**src/rtl/exc_ctrl_unit.sv**
```systemverilog
// Exception controller: detects illegal opcode / overflow / irq, flushes the pipeline,
// vectors to a per-cause handler and tracks handler return and double faults.
module exc_ctrl_unit #(
    parameter int unsigned              INSTR_W      = 16,
    parameter int unsigned              OPC_W        = 4,
    parameter logic [(2**OPC_W)-1:0]    LEGAL_MASK   = 16'h9971,
    parameter int unsigned              PC_W         = 16,
    parameter logic [PC_W-1:0]          VEC_BASE     = 16'hFF00,
    parameter int unsigned              FLUSH_CYCLES = 2,
    parameter int unsigned              CNT_W        = 8
) (
    input  logic               clk,
    input  logic               reset,
    input  logic               valid_in,
    input  logic [INSTR_W-1:0] instruct,
    input  logic [PC_W-1:0]    pc_in,
    input  logic               overflow,
    input  logic               irq,
    input  logic               eret,
    output logic               exc_flag,
    output logic               flush,
    output logic               redirect,
    output logic [PC_W-1:0]    vector_pc,
    output logic [PC_W-1:0]    epc,
    output logic [1:0]         cause,
    output logic               in_handler,
    output logic               double_fault,
    output logic [CNT_W-1:0]   exc_count
);

    localparam int unsigned     FC_W    = (FLUSH_CYCLES > 1) ? $clog2(FLUSH_CYCLES + 1) : 1;
    localparam logic [FC_W-1:0] FC_LOAD = FC_W'(FLUSH_CYCLES);

    typedef enum logic [2:0] {
        StIdle,
        StFlush,
        StVector,
        StHandler,
        StReturn,
        StHalt
    } state_e;

    state_e state_q, state_d;

    logic [FC_W-1:0]  fcnt_q, fcnt_d;
    logic             exc_flag_q, exc_flag_d;
    logic             flush_q, flush_d;
    logic             redirect_q, redirect_d;
    logic [PC_W-1:0]  vector_pc_q, vector_pc_d;
    logic [PC_W-1:0]  epc_q, epc_d;
    logic [1:0]       cause_q, cause_d;
    logic             in_handler_q, in_handler_d;
    logic             double_fault_q, double_fault_d;
    logic [CNT_W-1:0] exc_count_q, exc_count_d;

    logic [OPC_W-1:0] opcode;
    logic             illegal;
    logic             ovf;
    logic             unused_instr;

    assign opcode       = instruct[INSTR_W-1 -: OPC_W];
    assign illegal      = valid_in & ~LEGAL_MASK[opcode];
    assign ovf          = valid_in & overflow & ~illegal;
    // Only the opcode field matters here; the remaining bits are intentionally ignored.
    assign unused_instr = ^instruct;

    always_ff @(posedge clk or posedge reset) begin
        if (reset) begin
            state_q        <= StIdle;
            fcnt_q         <= '0;
            exc_flag_q     <= 1'b0;
            flush_q        <= 1'b0;
            redirect_q     <= 1'b0;
            vector_pc_q    <= '0;
            epc_q          <= '0;
            cause_q        <= 2'b00;
            in_handler_q   <= 1'b0;
            double_fault_q <= 1'b0;
            exc_count_q    <= '0;
        end else begin
            state_q        <= state_d;
            fcnt_q         <= fcnt_d;
            exc_flag_q     <= exc_flag_d;
            flush_q        <= flush_d;
            redirect_q     <= redirect_d;
            vector_pc_q    <= vector_pc_d;
            epc_q          <= epc_d;
            cause_q        <= cause_d;
            in_handler_q   <= in_handler_d;
            double_fault_q <= double_fault_d;
            exc_count_q    <= exc_count_d;
        end
    end

    always_comb begin
        state_d = state_q;
        fcnt_d  = fcnt_q;
        unique case (state_q)
            StIdle: begin
                if (illegal || ovf || irq) begin
                    state_d = StFlush;
                    fcnt_d  = FC_LOAD;
                end
            end
            StFlush: begin
                fcnt_d = fcnt_q - FC_W'(1);
                if (fcnt_q == FC_W'(1)) begin
                    state_d = StVector;
                end
            end
            StVector: state_d = StHandler;
            StHandler: begin
                // irq is masked here; a fault beats a simultaneous eret
                if (illegal || ovf) begin
                    state_d = StHalt;
                end else if (eret) begin
                    state_d = StReturn;
                end
            end
            StReturn: state_d = StIdle;
            StHalt:   state_d = StHalt;
            default:  state_d = StIdle;
        endcase
    end

    // Output registers are loaded from the next state so they line up with it.
    always_comb begin
        exc_flag_d     = (state_q == StIdle) && (state_d == StFlush);
        flush_d        = (state_d == StFlush) || (state_d == StHalt);
        redirect_d     = (state_d == StVector) || (state_d == StReturn);
        in_handler_d   = (state_d == StHandler) || (state_d == StHalt);
        double_fault_d = double_fault_q || (state_d == StHalt);
        vector_pc_d    = vector_pc_q;
        epc_d          = epc_q;
        cause_d        = cause_q;
        exc_count_d    = exc_count_q;

        if (exc_flag_d) begin
            epc_d = pc_in;
            if (illegal) begin
                cause_d = 2'b01;
            end else if (ovf) begin
                cause_d = 2'b10;
            end else begin
                cause_d = 2'b11;
            end
            if (!(&exc_count_q)) begin
                exc_count_d = exc_count_q + CNT_W'(1);
            end
        end

        if (state_q == StFlush && state_d == StVector) begin
            vector_pc_d = VEC_BASE + PC_W'({cause_q, 2'b00});
        end

        // Interrupts re-execute the interrupted instruction; faults skip it.
        if (state_q == StHandler && state_d == StReturn) begin
            vector_pc_d = (cause_q == 2'b11) ? epc_q : epc_q + PC_W'(1);
        end

        if (state_q == StReturn) begin
            cause_d = 2'b00;
        end
    end

    assign exc_flag     = exc_flag_q;
    assign flush        = flush_q;
    assign redirect     = redirect_q;
    assign vector_pc    = vector_pc_q;
    assign epc          = epc_q;
    assign cause        = cause_q;
    assign in_handler   = in_handler_q;
    assign double_fault = double_fault_q;
    assign exc_count    = exc_count_q;

endmodule

```
**config.mk**
```make
export PLATFORM = sky130hd
export DESIGN_NAME = exc_ctrl_unit
export DESIGN_NICKNAME = d
export VERILOG_FILES = /design/src/rtl/exc_ctrl_unit.sv
export SDC_FILE = /design/constraint.sdc
export NUM_CORES = 1
export LEC_CHECK = 0
export BUFFER_PORTS_ARGS = -buffer_cell sky130_fd_sc_hd__buf_4
export CORE_MARGIN = 2
export CORE_UTILIZATION = 46
export CTS_CLUSTER_DIAMETER = 150
export DETAILED_ROUTE_END_ITERATION = 8
export HOLD_SLACK_MARGIN = 0.15
export PLACE_DENSITY = 0.76
export SLEW_MARGIN = 20
export SYNTH_ARGS = -nofsm -noshare
export SYNTH_HDL_FRONTEND = slang
export SYNTH_SLANG_ARGS = --single-unit
```
**constraint.sdc**
```tcl
create_clock -name clk -period 1.88 [get_ports clk]
set_input_delay 0 -clock clk [delete_from_list [all_inputs] [get_ports clk]]
set_output_delay 0 -clock clk [all_outputs]
set_load 0.03 [all_outputs]
```
# --- Word level (Yosys, flattened, before mapping) ---
# Memory sizes are Yosys's and may differ from the RTL's.
# Cells that the tools add are included.
word_totals:
  regBits: 52
  romBits: 16
  in_bits: 38
  output_inout_bits: 47
  memories: 1
classes:
  n_addsub: 4
  n_lt_le_gt_ge: 1
  eq_ne: 13
  muxes: 15
  bitwise_logic: 6
  reduce_logical: 16
mem_list:
  columns: ["memory", "depth", "word_bits", "rd", "rd_ports_with_merged_regs", "write_ports", "line_no", "text"]
  rows:
  - ["(no name shown)", 16, 1, 1, 0, 0, "62", "assign illegal = valid_in & ~LEGAL_MASK[opcode];"]
op_table:
  columns: ["cell", "count"]
  rows:
  - ["$mux W16", 3]
  - ["$add A16 B1 Y16 const B", 1]
  - ["$pmux W3 S5", 1]
  - ["$eq A3 B2 Y1 const B", 4]
  - ["$eq A3 B3 Y1 const B", 4]
  - ["$mux W3", 4]
  - ["$add A9 B5 Y10 const A", 1]
  - ["$add A8 B1 Y8 const B", 1]
  - ["$mux W2", 4]
  - ["$reduce_and A8 Y1", 1]
  - ["$eq A3 B1 Y1 const B", 2]
  - ["$logic_or A1 B1 Y1", 6]
  - ["$reduce_bool A2 Y1", 3]
  - ["$lt A4 B5 Y1 const B", 1]
  - ["$pmux W2 S2", 1]
  - ["$reduce_and A2 Y1", 2]
  - ["$and A1 B1 Y1", 3]
  - ["$logic_and A1 B1 Y1", 3]
  - ["$logic_not A3 Y1", 1]
  - ["$not A1 Y1", 3]
  - ["$eq A2 B1 Y1 const B", 1]
  - ["$eq A2 B2 Y1 const B", 1]
  - ["$mux W1", 2]
  - ["$ne A2 B2 Y1 const B", 1]
  - ["$sub A2 B1 Y2 const B", 1]

# --- Depth between registers and ports, before layout ---
# Gate-level depths: netlist (run 1).
depth:
  ltp_word: 14
  depth_mapped: 12
  ltp_nobuf: 9

# --- Least setup slack after synthesis (run 1) ---
# Ideal clock, no wire load.
synth_path:
  path_type: "register -> register"
  startpoint: "reg state_q[2]"
  endpoint: "reg vector_pc_q[1] (netlist: vector_pc[1])"
  arrival_time_ps: 1693
  required_ps: 1801
  path_slack_ps: 108
  path_stages_with_launch: 9
  period_less_slack_ps: 1772
  cell_sequence: "dfrtp_1 buf_2 nor2_1 nand3_2 a32o_2 nor2b_4 buf_6 buf_12 mux2i_1"
synth_between:
  elab_cells_between_ends: 16
  classes_between: "6 x eq/ne; 6 x mux; 4 x reduce/logical"
synth_lines:
  columns: ["element", "line_no", "text"]
  rows:
  - ["start: declaration", "43", "state_e state_q, state_d;"]
  - ["start signal: assignment", "69", "state_q <= StIdle;"]
  - ["start signal: assignment", "81", "state_q <= state_d;"]
  - ["$eq A3 B3 Y1 (tied with other cells)", "98", "unique case (state_q)"]
  - ["$pmux W3 S5 (*)", "98", null]
  - ["via state_d[0]", "43", null]
  - ["$eq A3 B3 Y1 or $eq A3 B2 Y1 (tied branches)", "157, 152", null]
  - ["$logic_and A1 B1 Y1 (on tied branches)", "157, 152", null]
  - ["$mux W16 or $reduce_bool A2 Y1 (tied branches)", null, null]
  - ["end signal: assignment", "86", "vector_pc_q <= vector_pc_d;"]
  - ["end: declaration", "49", "logic [PC_W-1:0] vector_pc_q, vector_pc_d;"]
# The timed path passes the listed nets; every way through them passes the cells marked *.
# A chain may end at the register's enable or synchronous reset.

# --- Final worst setup path (run 1) ---
layout_path:
  startpoint: "reg state_q[2]"
  endpoint: "reg vector_pc_q[10] (netlist: vector_pc[10])"
# Same word-level chain as after synthesis.

==> metrics.yaml, run 1 <==
clock_latency_of_the_later_clocked_register_in_the_worst_skew_pair_ns: 0.31
synthXorXnorAreaFrac_pct: 6.648
worst_slew_margin_rel_pct: 63.52
rsz0062_at_grt: "false"
synth_top_area_share_pct: 49.38
setup_ws_ns: 0.1393
cts_post_setup_buffers_inserted: 0
globalplace.congestion: 0.8601
cts-root-buf: "clkbuf_8"
area_delta_synth_final_pct: 40.12
core_area_mm2: 0.005507
drv.max_cap_violation_count: 0
setup_viol: 0
ys_top_cells_by_area: "dfrtp_1 49%, nand2_1 11%, mux2i_1 7.2%"
power.leakage_nw: 1.808
hold_ws_ns: 0.2526
clock_sinks: 52
clockBufferDepth: 2
worst_reg2reg_path_startpoint: "state_q[2]"
skew_ns: 0.006119
post-route-period-util_pct: 92.59
avgRoutedWirePerCell_um: 13.43
yosys.cell_count.top_type: "nand2_1"
run_status: "finished, final reports clean"
timing.critical_path.cells: "buf_4 -> nor2_2 -> nand3_2 -> a32o_2 -> nor2b_4 -> buf_12 -> mux2i_1"
floorplan.rows: 27
synth.ff_latch_count: 52
vdd_ir_drop_max_uv: 1048
grt_antenna_before_repair: 0
r2r.worst_path.cells: 7
required_ns: 2.11
floorplan.io_pins: 85
remaining_drc_errors: 0
tritoncts: "built"
avgSynthCellArea_um2: 9.479
mappedNetlistNets: 321
post_synth_and_or_nand_nor_area_fraction_pct: 22.65
critical_path_class: "register to register"
port_buffers: 72
dp_slack_ns: 0.09886
dpl_cell_area_mm2: 0.003337
critical_path_peak_fanout: 12
grt_first_pass_wirelength_um: 10500
crit_path_top_delay_cell: "dfrtp_1"
compound_gate_portion_of_the_synthesized_area_pct: 6.648
grt_max_degree: 29
worstSetupStartpoint: "state_q[2]"
synth-edff-count: 0
synth.cell_area_mm2: 0.002635
floorplan.initialDensity_pct: 47.85
total_via_count_after_detailed_routing: 2330
yosysUniqueCellTypes: 38
ys.flop_type: "dfrtp_1"
timing_worst_slew_pin_value_ns: 0.5465
drt_iter0_drc: 118
setup.reg_to_reg.worst_slack_ns: 0.14
achievable_clock_frequency_mhz: 574.5
firstDrtPassIters: 4
global_route.overflow_total: 0
cts_htree_levels: 2
min_delay_path_depth: 5
main_combinational_cell_family_by_area_after_synthesis: "simple AND/OR/NAND/NOR gates"
finalNetCount: 429
maxSlewViolCount: 0
post_synth_most_frequent_cells: "77 x nand2_1, 52 x dfrtp_1, 24 x nor2_1, 19 x mux2i_1, 14 x xor2_1"
vias_in_the_first_global_route: 2273
post-route-cell-area_mm2: 0.003692
dp_hpwl_um: 4208
die_area_mm2: 0.006350
critPathCaptureType: "register"
synth_adder_area_share_pct: 2.374
via_density_per_instance: 5.076
synthesis.yosys.warnings: 0
hold_viol: 0
postRouteAntennaNets: 0
totalNegativeSetupSlack_ns: 0
synth_sequential_area_ratio_pct: 49.38
cts_inserted_buffers: 5
critPathLaunchType: "register"
layout_cell_share_with_drive_strength_beyond_1_pct: 28.42
wl_um: 6165
groute.usage.overall_pct: 21.10
syn_inst: 278
cpLargestDelayFamily: "simple AND/OR/NAND/NOR gates"
hp-class: "input pin to register"
worstSetupEndpoint: "vector_pc[10]"
critPathArrivalTime_ns: 1.97
critical_path_buf_inv_count: 2
dieWidth_um: 79.69
largest_stage_delay_worst_path_ns: 0.40
async_flop_share_pct: 100.0
shortest_clock_period_the_worst_path_allows_after_layout_ns: 1.741
post_synth_mux_area_share_pct: 8.072
critical_path_depth: 7
power_per_cell_area_mw_per_mm2: 1590
critical_path.reg2reg.endpoint: "vector_pc[10]"
antenna-diode-count: 0
path_clk_slew_ns: 0.09
post-synth-top-area-cell: "dfrtp_1"
die-height_um: 79.69
## worst register-to-register path, cell delays in order (launching register included)
cell     delay (ns)
dfrtp_1        0.40
buf_4          0.18
nor2_2         0.16
nand3_2        0.10
a32o_2         0.31
nor2b_4        0.17
buf_12         0.17
mux2i_1        0.19
## kinds of logic (layout without fill, tap and decap cells)
| group | count (synthesis) | after routing |
|---|---|---|
| mux | 21 | 21 |
| fa+ha+maj | 5 | 5 |
| simple gates | 135 | 135 |
| flops | 52 | 52 |
| compound gates | 26 | 26 |
| xor+xnor | 20 | 20 |
| buf+inv | 19 | 128 |
## metrics by stage
step / util [%] / power (mW) / std cells
global route: 67.05 / 6.255 / 459
finish: 67.05 / 5.871 / 459
detailed placement: 60.60 / 5.037 / 428
global placement: 60.60 / 4.974 / 428
CTS: 66.73 / 5.848 / 459
floorplan: - / 3.913 / 278
## state kept, by name, indices dropped and copies added (netlist names)
| name | cells |
|---|---|
| state_q | 3 |
| exc_flag | 1 |
| double_fault | 1 |
| cause | 2 |
| exc_count | 8 |
| flush | 1 |
| in_handler | 1 |
| vector_pc | 16 |
| redirect | 1 |
| fcnt_q | 2 |
| epc | 16 |
## routing by layer
| layer | share of wire, % | global-route usage [%] |
|---|---|---|
| met1 | 44 | 27.93 |
| met5 | 0 | 0 |
| met4 | 2.0 | 7.241 |
| met3 | 3.5 | 4.186 |
| met2 | 50 | 34.62 |
## layout make-up
cell class                      count  area, µm²
Tap cell                           72      90.09
Sequential cell                    52       1301
Timing Repair Buffer              112      923.4
Clock inverter                      2      35.03
Clock buffer                        6      72.57
Fill cell                         447       1814
Inverter                            8      30.03
Multi-Input combinational cell    207       1240
## timing repair
item | 4_1_cts | 5_1_grt
hold buffers | 23 | 0
endpoints found under the hold margin | 45 | 0
gates resized for setup | 0 | 5
setup endpoints to repair | 0 | 13
## power by group
group / switching (mW) / internal, mW / leakage [nW]
Combinational: 1.84 / 1.27 / 1.12
Sequential: 0.431 / 1.57 / 0.637
Clock: 0.363 / 0.396 / 0.0552
Total: 2.64 / 3.24 / 1.81
## layout by cell type, fill, tap and decap left out, drive strengths merged, types with 6 or more instances in the layout
master / n
and3: 6
buf: 89
clkbuf: 6
dfrtp: 52
dlygate4sd3: 23
inv: 8
mux2i: 19
nand2: 77
nand3: 7
nand4: 6
nor2: 24
nor2b: 6
o21ai: 7
xnor2: 6
xor2: 14
## worst min path at each step
stage,from,endpoint,slack (ns)
floorplan,pc_in[0],epc[0],0.11
global placement,reset,exc_count[5],0.08
detailed placement,reset,exc_count[5],0.09
CTS,instruct[14],cause[1],0.25
global route,instruct[14],cause[1],0.29
finish,instruct[14],cause[1],0.25
(Power assumes the default switching activity.)
==> inputs of run 2 (changes only) <==
Settings changed: BUFFER_PORTS_ARGS -buffer_cell sky130_fd_sc_hd__buf_4 to -buffer_cell sky130_fd_sc_hd__buf_2, PLACE_DENSITY 0.76 to 0.73, RECOVER_POWER set to 25.
==> run 2 against run 1 <==
Compared with the run above:
- clock-buffer cell count shrank 1
- die area did not move
- cell area fell by 6.6%
- core utilization shrank 4.5 points
- global-route usage decreased by 0.81 points
- clock power decreased by 17%
- flip-flop and latch count is the same
- first-iteration DRC count is 41% lower
- wire length is 3.4% lower
- worst hold slack improved by 0.026 ns
- via count shrank 0.60%
- largest power group unchanged
==> metrics.yaml, run 2 (synthesis results as in run 1) <==
net_switching_power_figure_mw: 2.578
cts_inserted_buffers: 5
setup.reg_to_reg.worst_slack_ns: 0.12
die-height_um: 79.69
cts_htree_levels: 2
critical_path_peak_fanout: 16
setup_ws_ns: 0.1187
timing_worst_slew_pin_value_ns: 1.255
floorplan.initialDensity_pct: 47.85
path_clk_slew_ns: 0.09
hp-class: "input pin to register"
hold_ws_ns: 0.2789
port_buffers: 72
core_area_mm2: 0.005507
nFillCells: 466
area_delta_synth_final_pct: 30.82
floorplan.io_pins: 85
skew_ns: 0.004140
worst_slew_margin_rel_pct: 16.34
clockBufferDepth: 2
achievable_clock_frequency_mhz: 567.7
tritoncts: "built"
firstDrtPassIters: 4
hold_viol: 0
postRouteAntennaNets: 0
groute.layer.met1.usage_pct: 27.25
met3_usage_pct: 4.638
critPathArrivalTime_ns: 1.99
grt_max_degree: 53
most-common-layout-cells: "77 x nand2_1, 72 x buf_2, 52 x dfrtp_1"
drt_iter0_drc: 70
totalNegativeSetupSlack_ns: 0
setup_viol: 0
drv.max_cap_violation_count: 0
layout_cell_share_with_drive_strength_beyond_1_pct: 27.08
met2_usage_pct: 31.68
maxSlewViolCount: 0
pwr-share-seq_pct: 36.8
grt_antenna_before_repair: 0
vias_in_the_first_global_route: 2207
p_sw_share_pct: 47.67
clock_sinks: 52
shortest_clock_period_the_worst_path_allows_after_layout_ns: 1.761
avgRoutedWirePerCell_um: 13.06
dp_slack_ns: 0.07959
dpl_cell_area_mm2: 0.003134
remaining_drc_errors: 0
comb_power_share_pct: 51.6
via_density_per_instance: 5.079
post-route-cell-area_mm2: 0.003447
most_common_cell_after_layout_fill_and_taps_aside: "nand2_1"
top_usage_layer: "met2"
globalplace.congestion: 0.8162
power.leakage_nw: 1.719
global_route.overflow_total: 0
total_via_count_after_detailed_routing: 2316
required_ns: 2.10
critPathLaunchType: "register"
wl_um: 5955
grt_first_pass_wirelength_um: 10050
floorplan.rows: 27
die_area_mm2: 0.006350
critPathCaptureType: "register"
antenna-diode-count: 0
vdd_ir_drop_max_uv: 882.1
run_status: "finished, final reports clean"
cts-root-buf: "clkbuf_8"
finalNetCount: 426
clock_latency_of_the_later_clocked_register_in_the_worst_skew_pair_ns: 0.30
post-route-period-util_pct: 93.69
power_per_cell_area_mw_per_mm2: 1569
dp_hpwl_um: 4116
dieWidth_um: 79.69
critical_path_class: "register to register"
internal_power_mw: 2.831
rsz0062_at_grt: "false"
pwr-share-clk_pct: 11.7
groute.usage.overall_pct: 20.29
[run 2: cell types whose count changed in the layout (fill, tap and decap cells not counted), sizes merged]
| cell | before | now |
|---|---|---|
| buf | 89 | 85 |
| bufinv | 1 | 0 |
| clkinvlp | 0 | 2 |
[run 2: critical path: stages (launching register included)]
cell     delay [ns]
dfrtp_1        0.39
buf_4          0.17
nor2_1         0.18
nand3_2        0.11
a32o_2         0.31
nor2b_4        0.14
buf_12         0.18
mux2i_1        0.21
[run 2: metrics by stage]
stage | std cells | util, % | total power [mW]
floorplan | 278 | - | 3.913
global placement | 425 | 56.92 | 4.681
detailed placement | 425 | 56.92 | 4.761
CTS | 456 | 62.78 | 5.440
global route | 456 | 62.60 | 5.801
finish | 456 | 62.60 | 5.409
[run 2: final cells by class]
type | instances | area (µm²) | area share [%]
timing repair buffer | 109 | 705.7 | 20.47
tap | 72 | 90.09 | 2.613
inverter | 8 | 30.03 | 0.8711
multi-input combinational | 207 | 1227 | 35.61
clock buffer | 5 | 68.82 | 1.996
sequential | 52 | 1301 | 37.75
clock inverter | 3 | 23.77 | 0.6897
[run 2: what timing repair did]
item,CTS,global route
endpoints found under the hold margin,73,0
hold buffers,23,0
setup buffers,0,0
resized for setup,0,2
setup endpoints to repair,0,12
[run 2: path summary, 6_finish.rpt]
check | depth (start not counted) | endpoint | from
min in group asynchronous | 4 | exc_count[3] | reset
hold reg to reg | 1 | double_fault | double_fault
setup / recovery | 7 | vector_pc[15] | state_q[2]
hold / removal | 5 | cause[1] | instruct[14]
setup reg to reg | 7 | vector_pc[15] | state_q[2]
max in group asynchronous | 4 | state_q[1] | reset
[run 2: per-layer routing]
metal	wire [µm]	part of all wire, %
met5	0	0
met4	174	2.9
met3	297	5.0
met2	2768	46
met1	2715	46
[run 2: power groups by stage]
stage | registers [mW] | logic [mW] | clock network, mW
final | 1.99 | 2.79 | 0.633
after CTS | 1.98 | 2.80 | 0.656
after global placement | 2.00 | 2.68 | 0
after global routing | 2.05 | 3.04 | 0.709
after floorplan | 2.73 | 1.18 | 0
after detailed placement | 2.00 | 2.76 | 0
